===== src/rtl/soc_mem_pkg.sv =====
// Shared types and constants for the SoC data-memory responder.
package soc_mem_pkg;

  typedef enum logic [1:0] {
    StIdle,
    StWait,
    StResp
  } state_e;

  localparam int unsigned CntWidth = 4;

  function automatic int unsigned strb_width(int unsigned data_width);
    return data_width / 8;
  endfunction

endpackage


===== src/rtl/mem_sp_ram.sv =====
// Byte-enabled single-port array with synchronous write and registered read.
module mem_sp_ram
  import soc_mem_pkg::*;
#(
  parameter int unsigned MEM_DEPTH  = 64,
  parameter int unsigned DATA_WIDTH = 32,
  localparam int unsigned ADDR_WIDTH = $clog2(MEM_DEPTH),
  localparam int unsigned STRB_WIDTH = strb_width(DATA_WIDTH)
) (
  input  logic                  clk,
  input  logic                  wr_en,
  input  logic                  rd_en,
  input  logic [ADDR_WIDTH-1:0] addr,
  input  logic [DATA_WIDTH-1:0] wdata,
  input  logic [STRB_WIDTH-1:0] wstrb,
  output logic [DATA_WIDTH-1:0] rdata
);

  logic [DATA_WIDTH-1:0] mem_q [MEM_DEPTH];
  logic [DATA_WIDTH-1:0] rdata_q;

  // Contents are deliberately not reset; rdata_q only moves on a read.
  always_ff @(posedge clk) begin
    if (wr_en) begin
      for (int i = 0; i < int'(STRB_WIDTH); i++) begin
        if (wstrb[i]) begin
          mem_q[addr][8*i +: 8] <= wdata[8*i +: 8];
        end
      end
    end
    if (rd_en) begin
      rdata_q <= mem_q[addr];
    end
  end

  assign rdata = rdata_q;

endmodule


===== src/rtl/data_mem_responder.sv =====
// Data-memory responder: accepts one request at a time and answers with a
// one-cycle response pulse a fixed LATENCY cycles after acceptance.
module data_mem_responder
  import soc_mem_pkg::*;
#(
  parameter int unsigned MEM_DEPTH  = 64,
  parameter int unsigned DATA_WIDTH = 32,
  parameter int unsigned LATENCY    = 2,
  localparam int unsigned ADDR_WIDTH = $clog2(MEM_DEPTH),
  localparam int unsigned STRB_WIDTH = strb_width(DATA_WIDTH)
) (
  input  logic                  clk,
  input  logic                  reset,
  input  logic                  req_valid,
  output logic                  req_ready,
  input  logic                  we,
  input  logic [ADDR_WIDTH-1:0] addr,
  input  logic [DATA_WIDTH-1:0] wdata,
  input  logic [STRB_WIDTH-1:0] wstrb,
  output logic                  valid_data,
  output logic [DATA_WIDTH-1:0] rdata,
  output logic                  resp_we,
  output logic                  resp_err
);

  localparam logic [ADDR_WIDTH:0] DepthExt = (ADDR_WIDTH + 1)'(MEM_DEPTH);

  state_e                state_q, state_d;
  logic [CntWidth-1:0]   cnt_q, cnt_d;
  logic                  we_q, err_q;
  logic                  req_ready_q, valid_data_q;
  logic                  resp_we_q, resp_err_q, resp_zero_q;
  logic [DATA_WIDTH-1:0] word_q;

  logic                  accept;
  logic                  in_range;
  logic                  req_we, req_err;
  logic [DATA_WIDTH-1:0] ram_rdata;

  assign accept   = req_valid & req_ready_q;
  assign in_range = {1'b0, addr} < DepthExt;

  mem_sp_ram #(
    .MEM_DEPTH (MEM_DEPTH),
    .DATA_WIDTH(DATA_WIDTH)
  ) u_ram (
    .clk  (clk),
    .wr_en(accept & we & in_range),
    .rd_en(accept & ~we & in_range),
    .addr (addr),
    .wdata(wdata),
    .wstrb(wstrb),
    .rdata(ram_rdata)
  );

  always_comb begin
    state_d = state_q;
    cnt_d   = cnt_q;
    unique case (state_q)
      StIdle: begin
        if (accept) begin
          if (LATENCY > 1) begin
            state_d = StWait;
            cnt_d   = CntWidth'(LATENCY - 1);
          end else begin
            state_d = StResp;
          end
        end
      end
      StWait: begin
        cnt_d = cnt_q - 1'b1;
        if (cnt_q == CntWidth'(1)) begin
          state_d = StResp;
        end
      end
      StResp: begin
        state_d = StIdle;
      end
      default: begin
        state_d = StIdle;
        cnt_d   = '0;
      end
    endcase
  end

  // With LATENCY=1 the response is loaded at the acceptance edge itself,
  // before we_q/err_q have captured the request.
  assign req_we  = (state_q == StIdle) ? we : we_q;
  assign req_err = (state_q == StIdle) ? ~in_range : err_q;

  always_ff @(posedge clk or posedge reset) begin
    if (reset) begin
      state_q      <= StIdle;
      cnt_q        <= '0;
      we_q         <= 1'b0;
      err_q        <= 1'b0;
      req_ready_q  <= 1'b0;
      valid_data_q <= 1'b0;
      resp_we_q    <= 1'b0;
      resp_err_q   <= 1'b0;
      resp_zero_q  <= 1'b1;
      word_q       <= '0;
    end else begin
      state_q      <= state_d;
      cnt_q        <= cnt_d;
      req_ready_q  <= (state_d == StIdle);
      valid_data_q <= (state_d == StResp);
      if (accept) begin
        we_q  <= we;
        err_q <= ~in_range;
      end
      if (state_d == StResp) begin
        resp_we_q   <= req_we;
        resp_err_q  <= req_err;
        resp_zero_q <= req_we | req_err;
        word_q      <= ram_rdata;
      end
    end
  end

  // For LATENCY=1 the array's read register already lines up with the pulse
  // and only changes on the next accepted read, so it doubles as the holder.
  assign req_ready  = req_ready_q;
  assign valid_data = valid_data_q;
  assign resp_we    = resp_we_q;
  assign resp_err   = resp_err_q;
  assign rdata      = resp_zero_q ? '0 : ((LATENCY == 1) ? ram_rdata : word_q);

endmodule


===== config.mk =====
export PLATFORM = sky130hd
export DESIGN_NAME = data_mem_responder
export DESIGN_NICKNAME = d
export VERILOG_FILES = /design/src/rtl/soc_mem_pkg.sv /design/src/rtl/mem_sp_ram.sv /design/src/rtl/data_mem_responder.sv
export SDC_FILE = /design/constraint.sdc
export NUM_CORES = 2
export LEC_CHECK = 0
export CORE_ASPECT_RATIO = 0.5
export CORE_UTILIZATION = 39
export DETAILED_ROUTE_END_ITERATION = 10
export GPL_TIMING_DRIVEN = 0
export PLACE_DENSITY_LB_ADDON = 0.3
export SLEW_MARGIN = 25
export SYNTH_ARGS = -nofsm -noshare
export SYNTH_HDL_FRONTEND = slang
export SYNTH_SLANG_ARGS = --single-unit

===== constraint.sdc =====
create_clock -name clk -period 3.1 [get_ports clk]
set_input_delay 0.62 -clock clk [delete_from_list [all_inputs] [get_ports clk]]
set_output_delay 0.62 -clock clk [all_outputs]
set_load 0.01 [all_outputs]

### Word-level counts from Yosys, hierarchy flattened

Memories as Yosys holds them, arrays and structs flattened. A register that Yosys moved wholly into a read port is not among the register bits.
Index checks and enable logic that the tools add are counted.

| word-level totals | value |
|---|---|
| register bits after elaboration | 43 |
| memory bits (writable) | 2048 |
| memories | 1 |
| input bits | 46 |
| output and inout port bits | 36 |
| logic and storage cells | 42 |

| operators by class | value |
|---|---|
| bitwise operators | 5 |
| equality and inequality tests | 5 |
| reductions and logical operators | 3 |
| multiplexer cells | 19 |
| add/subtract/negate cells | 1 |

Memory list:

| memory | depth | bits a word | rd ports | clocked after Yosys merged registers in | wr ports | line | text |
|---|---|---|---|---|---|---|---|
| u_ram.mem_q | 64 | 32 | 1 | 1 | 1 | mem_sp_ram.sv:19 | `logic [DATA_WIDTH-1:0] mem_q [MEM_DEPTH];` |

Operators by type and width:

| operator | number |
|---|---|
| 32-bit 2-to-1 mux | 1 |
| 1-bit 2-to-1 mux | 13 |
| 4-bit case mux with 3 select lines | 1 |
| 2-bit equality test, second input constant | 2 |
| 4-bit by 1-bit equality test with 1-bit output, second input constant | 1 |
| 2-bit zero test | 2 |
| 2-bit 2-to-1 mux | 2 |
| 4-bit 2-to-1 mux | 1 |
| 2-bit case mux with 2 select lines | 1 |
| 4-bit by 1-bit subtractor with 4-bit output, second input constant | 1 |
| 1-bit AND | 3 |
| 2-bit by 1-bit equality test with 1-bit output, second input constant | 1 |
| 2-bit inequality test, second input constant | 1 |
| 1-bit inverter | 2 |
| 2-bit AND reduction | 1 |

### Depth between registers and ports, before layout

| logic depth | value |
|---|---|
| depth in word-level cells | 4 |
| depth in mapped cells | 9 |

### By module

A second synthesis with hierarchy kept.

| second synthesis, totals | value |
|---|---|
| cell total of the unflattened synthesis | 4791 |
| area, all modules | 81381.8 µm² |

By module, submodules not included:

| module | instances | cells an instance | area an instance (µm²) |
|---|---|---|---|
| mem_sp_ram | 1 | 4646 | 79368.6 |
| data_mem_responder | 1 | 145 | 2013.2 |

### Worst setup path after synthesis

No wires, ideal clock.

| timing | value |
|---|---|
| kind | input-to-reg |
| from | input port req_valid |
| to | register u_ram.rdata_q[0], in the netlist u_ram.rdata[0] (read register of u_ram.mem_q) (enable) |
| setup slack | 610 ps |
| path buffers | 0 |
| arrival | 2069 ps |
| stages | 2 |
| path through | nand2_1 > nor2_1 |

| between the ends | value |
|---|---|
| word-level cells in the longest chain between the ends | 2 |

RTL lines:

| element | line | text |
|---|---|---|
| start: declaration | data_mem_responder.sv:14 | `input logic req_valid,` |
| 1-bit AND | data_mem_responder.sv:40 | `assign accept = req_valid & req_ready_q;` |
| 1-bit AND | data_mem_responder.sv:49 | `.rd_en(accept & ~we & in_range),` |
| net u_ram.rd_en | mem_sp_ram.sv:12 | `input logic rd_en,` |
| end: declaration | mem_sp_ram.sv:20 | `logic [DATA_WIDTH-1:0] rdata_q;` |

The timed path passes the listed nets, and every way through them passes these cells.
A chain may end at the register's enable or synchronous reset.

### Worst setup path in the final report

| timing | value |
|---|---|
| from | input port addr[1] |
| to | memory u_ram.mem_q[56][6] (enable) |

RTL lines:

| element | line | text |
|---|---|---|
| start: declaration | data_mem_responder.sv:17 | `input logic [ADDR_WIDTH-1:0] addr,` |
| end: declaration | mem_sp_ram.sv:19 |  |

No word-level cell before the write port.

==> flow_summary.yaml <==
worst_setup_path:
  critPathRequiredTime_ns: 3.58
  crit_fanout: 10
  setup.worst_path.start: "addr[1]"
  cp-end-kind: "register"
  arrival_ns: 3.70
  reg2reg_depth: 4
  r2r-end: "u_ram.mem_q[12][30]"
  reg2reg_from: "req_ready"
  reg2reg_slack_ns: 0.09
  crit_type: "primary input to register"
  start_kind: "primary input"
yosys:
  synth_top_cell_by_area: "edfxtp_1"
  ys_seq_area_share_pct: 78.1
  synth_edf_count: 2080
  synth-seq-cells: 2123
  synth_top_area_share_pct: 76.8
  synthesis.instances: 4391
  syn_area_sq_um: 81300
  synth_flop_cell: "edfxtp_1"
  yosys-top-cells-area: "edfxtp_1 (77%), mux4_2 (7.1%), a221oi_1 (2.6%), mux2i_1 (2.4%), nand2_1 (1.5%)"
  synthDistinctLibCells: 56
  syn_avg_cell_area_sq_um: 18.5
  synth_async_sr_flop_share_pct: 2.03
  ys_warn_count: 0
  synth_nets: 4439
routing:
  wl_um: 254000
  dr.first_iter.drc_count: 7093
  vias: 46100
  dr.pass1.iters: 11
  vias_per_cell: 6.03
  ant_nets: 0
  drcViolationCount: 4
  wl_per_cell_um: 33.2
floorplanning:
  die_x_um: 648
  die_h_um: 325
  core_region_area_sq_um: 207000
  rows: 118
  dieArea_sq_um: 211000
  start_util_pct: 39.3
  pin_count: 82
sta:
  fin_hold_ws_ns: 0.0898
  tightest_slew_ns: 1.20
  finalHoldViolations: 0
  slew_violations: 0
  skew_ns: 0.0307
  finalSetupViolCount: 247
  fmax_mhz: 310
  rsz0062_at_grt: "yes"
  setup_ws_ns: -0.122
  min_period_over_period_pct: 104
  slew_headroom_pct: 20.2
  tns_ns: -9.34
  fin_crit_ns: 3.22
clocking:
  clkTransAtPathRegs_ns: 0.07
  cts.sinks: 2123
  clkLatencyLatePin_ns: 0.85
  htree_levels: 4
  cts_hold_buf: 0
  cts_tree: "yes"
  cts.path.max_buffers: 3
  tritoncts.num_buffers: 192
  cts_root_buf: "clkbuf_16"
power_and_ir_drop:
  p_total_mw: 60.4
  p_leak_nw: 29.3
  power_density_nw_per_um2: 640
  peakVddDrop_mv: 0.513
global_route:
  grt_pass1_vias: 44700
  grt_pass1_wl_um: 348000
  grt_util_all_layers_pct: 23.8
  grt_max_degree: 65
  antenna_found_initial: 12
  grt_remaining_overflow: 0
placed_design:
  hpwl_um: 174000
  gp_congestion: 0.946
  portBuffers: 78
final_layout:
  layout_commonest_cell: "edfxtp_1"
  drive_above_1_share_pct: 23.3
  layout-area-overhead-vs-synth_pct: 16.0
  most-common-layout-cells: "edfxtp_1 (2080), nand2_1 (297), mux4_2 (256)"
  seqCellArea_sq_um: 63500
  multi_input_area_sq_um: 18300
  nets: 4760
  fillerInstances: 17400
outcome:
  violations: "DRC, setup timing"
  outcome: "finished with violations"
hold_path:
  hp-class: "primary input to async pin"
run:
  cap_violations: 0
## layout make-up
cell class | instances | area share (%)
clock buffers | 236 | 5.40
multi-input cells | 1965 | 19.4
inverters | 8 | 0.0318
well taps | 2760 | 3.66
plain buffers | 292 | 1.61
flip-flops and latches | 2123 | 67.3
clock inverters | 116 | 1.02
repair buffers | 130 | 1.55
diodes | 7 | 0.0186
## layer usage
metal / share of wire, % / track usage, % / vias up
li1: - / - / 18500
met1: 39 / 32.8 / 24100
met3: 12 / 6.31 / 507
met4: 4.4 / 9.96 / 12
met2: 45 / 35.6 / 2870
met5: 0.086 / 0 / -
## synth_stat cells, types with 17 or more instances
cell      count
o21ai_0      92
o22a_1       29
mux2i_1     195
clkbuf_1    155
nor2b_1      36
buf_2       101
mux4_2      256
a21oi_1      99
o211ai_1     32
dfrtp_1      42
a221oi_1    246
o22ai_1      64
edfxtp_1   2080
nand2_1     329
buf_4        17
a211oi_1     29
nor2_1      321
nand4_1      31
a22oi_1     130
## logic make-up (layout without fill, tap and decap cells)
kind of cell | count (synthesis) | after routing | synth area share [%]
flops | 2123 | 2123 | 78.1
simple gates | 762 | 762 | 3.91
fa+ha+maj | 2 | 2 | 0.0308
compound gates | 736 | 736 | 6.55
other cells | 1 | 8 | 0.00461
buf+inv | 303 | 782 | 1.74
mux | 462 | 462 | 9.64
xor+xnor | 2 | 2 | 0.0215
## power by group
group	switching [mW]	leakage [nW]	internal, mW
Sequential	0.201	19.2	31.8
Clock	10.5	2.97	13.0
Combinational	3.31	7.09	1.60
## stage by stage
step	std cells	util [%]	setup WS, ns	cell area, sq um
after CTS	7625	45.3	-0.350	93800
after detailed placement	7269	41.7	-2.23	86300
after floorplan	4391	-	0.610	81300
final	7637	45.5	-0.122	94300
after global routing	7631	45.5	-0.0327	94300
after global placement	7229	41.3	-2.78	85600
## how the worst max path moves through the flow
stage	end	slack (ns)	cells after the start
2_1_floorplan	u_ram.rdata[0]	0.61	2
3_3_place_gp	u_ram.rdata[16]	-2.78	9
3_5_place_dp	u_ram.mem_q[54][4]	-2.23	7
4_1_cts	u_ram.mem_q[25][13]	-0.35	7
5_1_grt	u_ram.rdata[29]	-0.03	8
6_report	u_ram.mem_q[56][6]	-0.12	6
## state kept, by name, indices dropped and copies added, names as in the netlist
register     flops
u_ram.mem_q   2048
u_ram.rdata     32
word_q          32
cnt_q            4
state_q          2
req_ready        1
resp_we          1
resp_zero_q      1
valid_data       1
we_q             1
## critical path, stage by stage
cell and delay (ns):
clkdlybuf4s15_2 0.27, buf_4 0.28, buf_4 0.31, nor3_4 0.81
nand2_1 0.67, nor2_2 0.70
## timing repair
action	4_1_cts	5_1_grt
setup endpoints to repair	2089	1696
pin swaps	9	3
setup buffers	5	7
resized for setup	432	151
No activity file was read; power rests on OpenSTA's default activity.
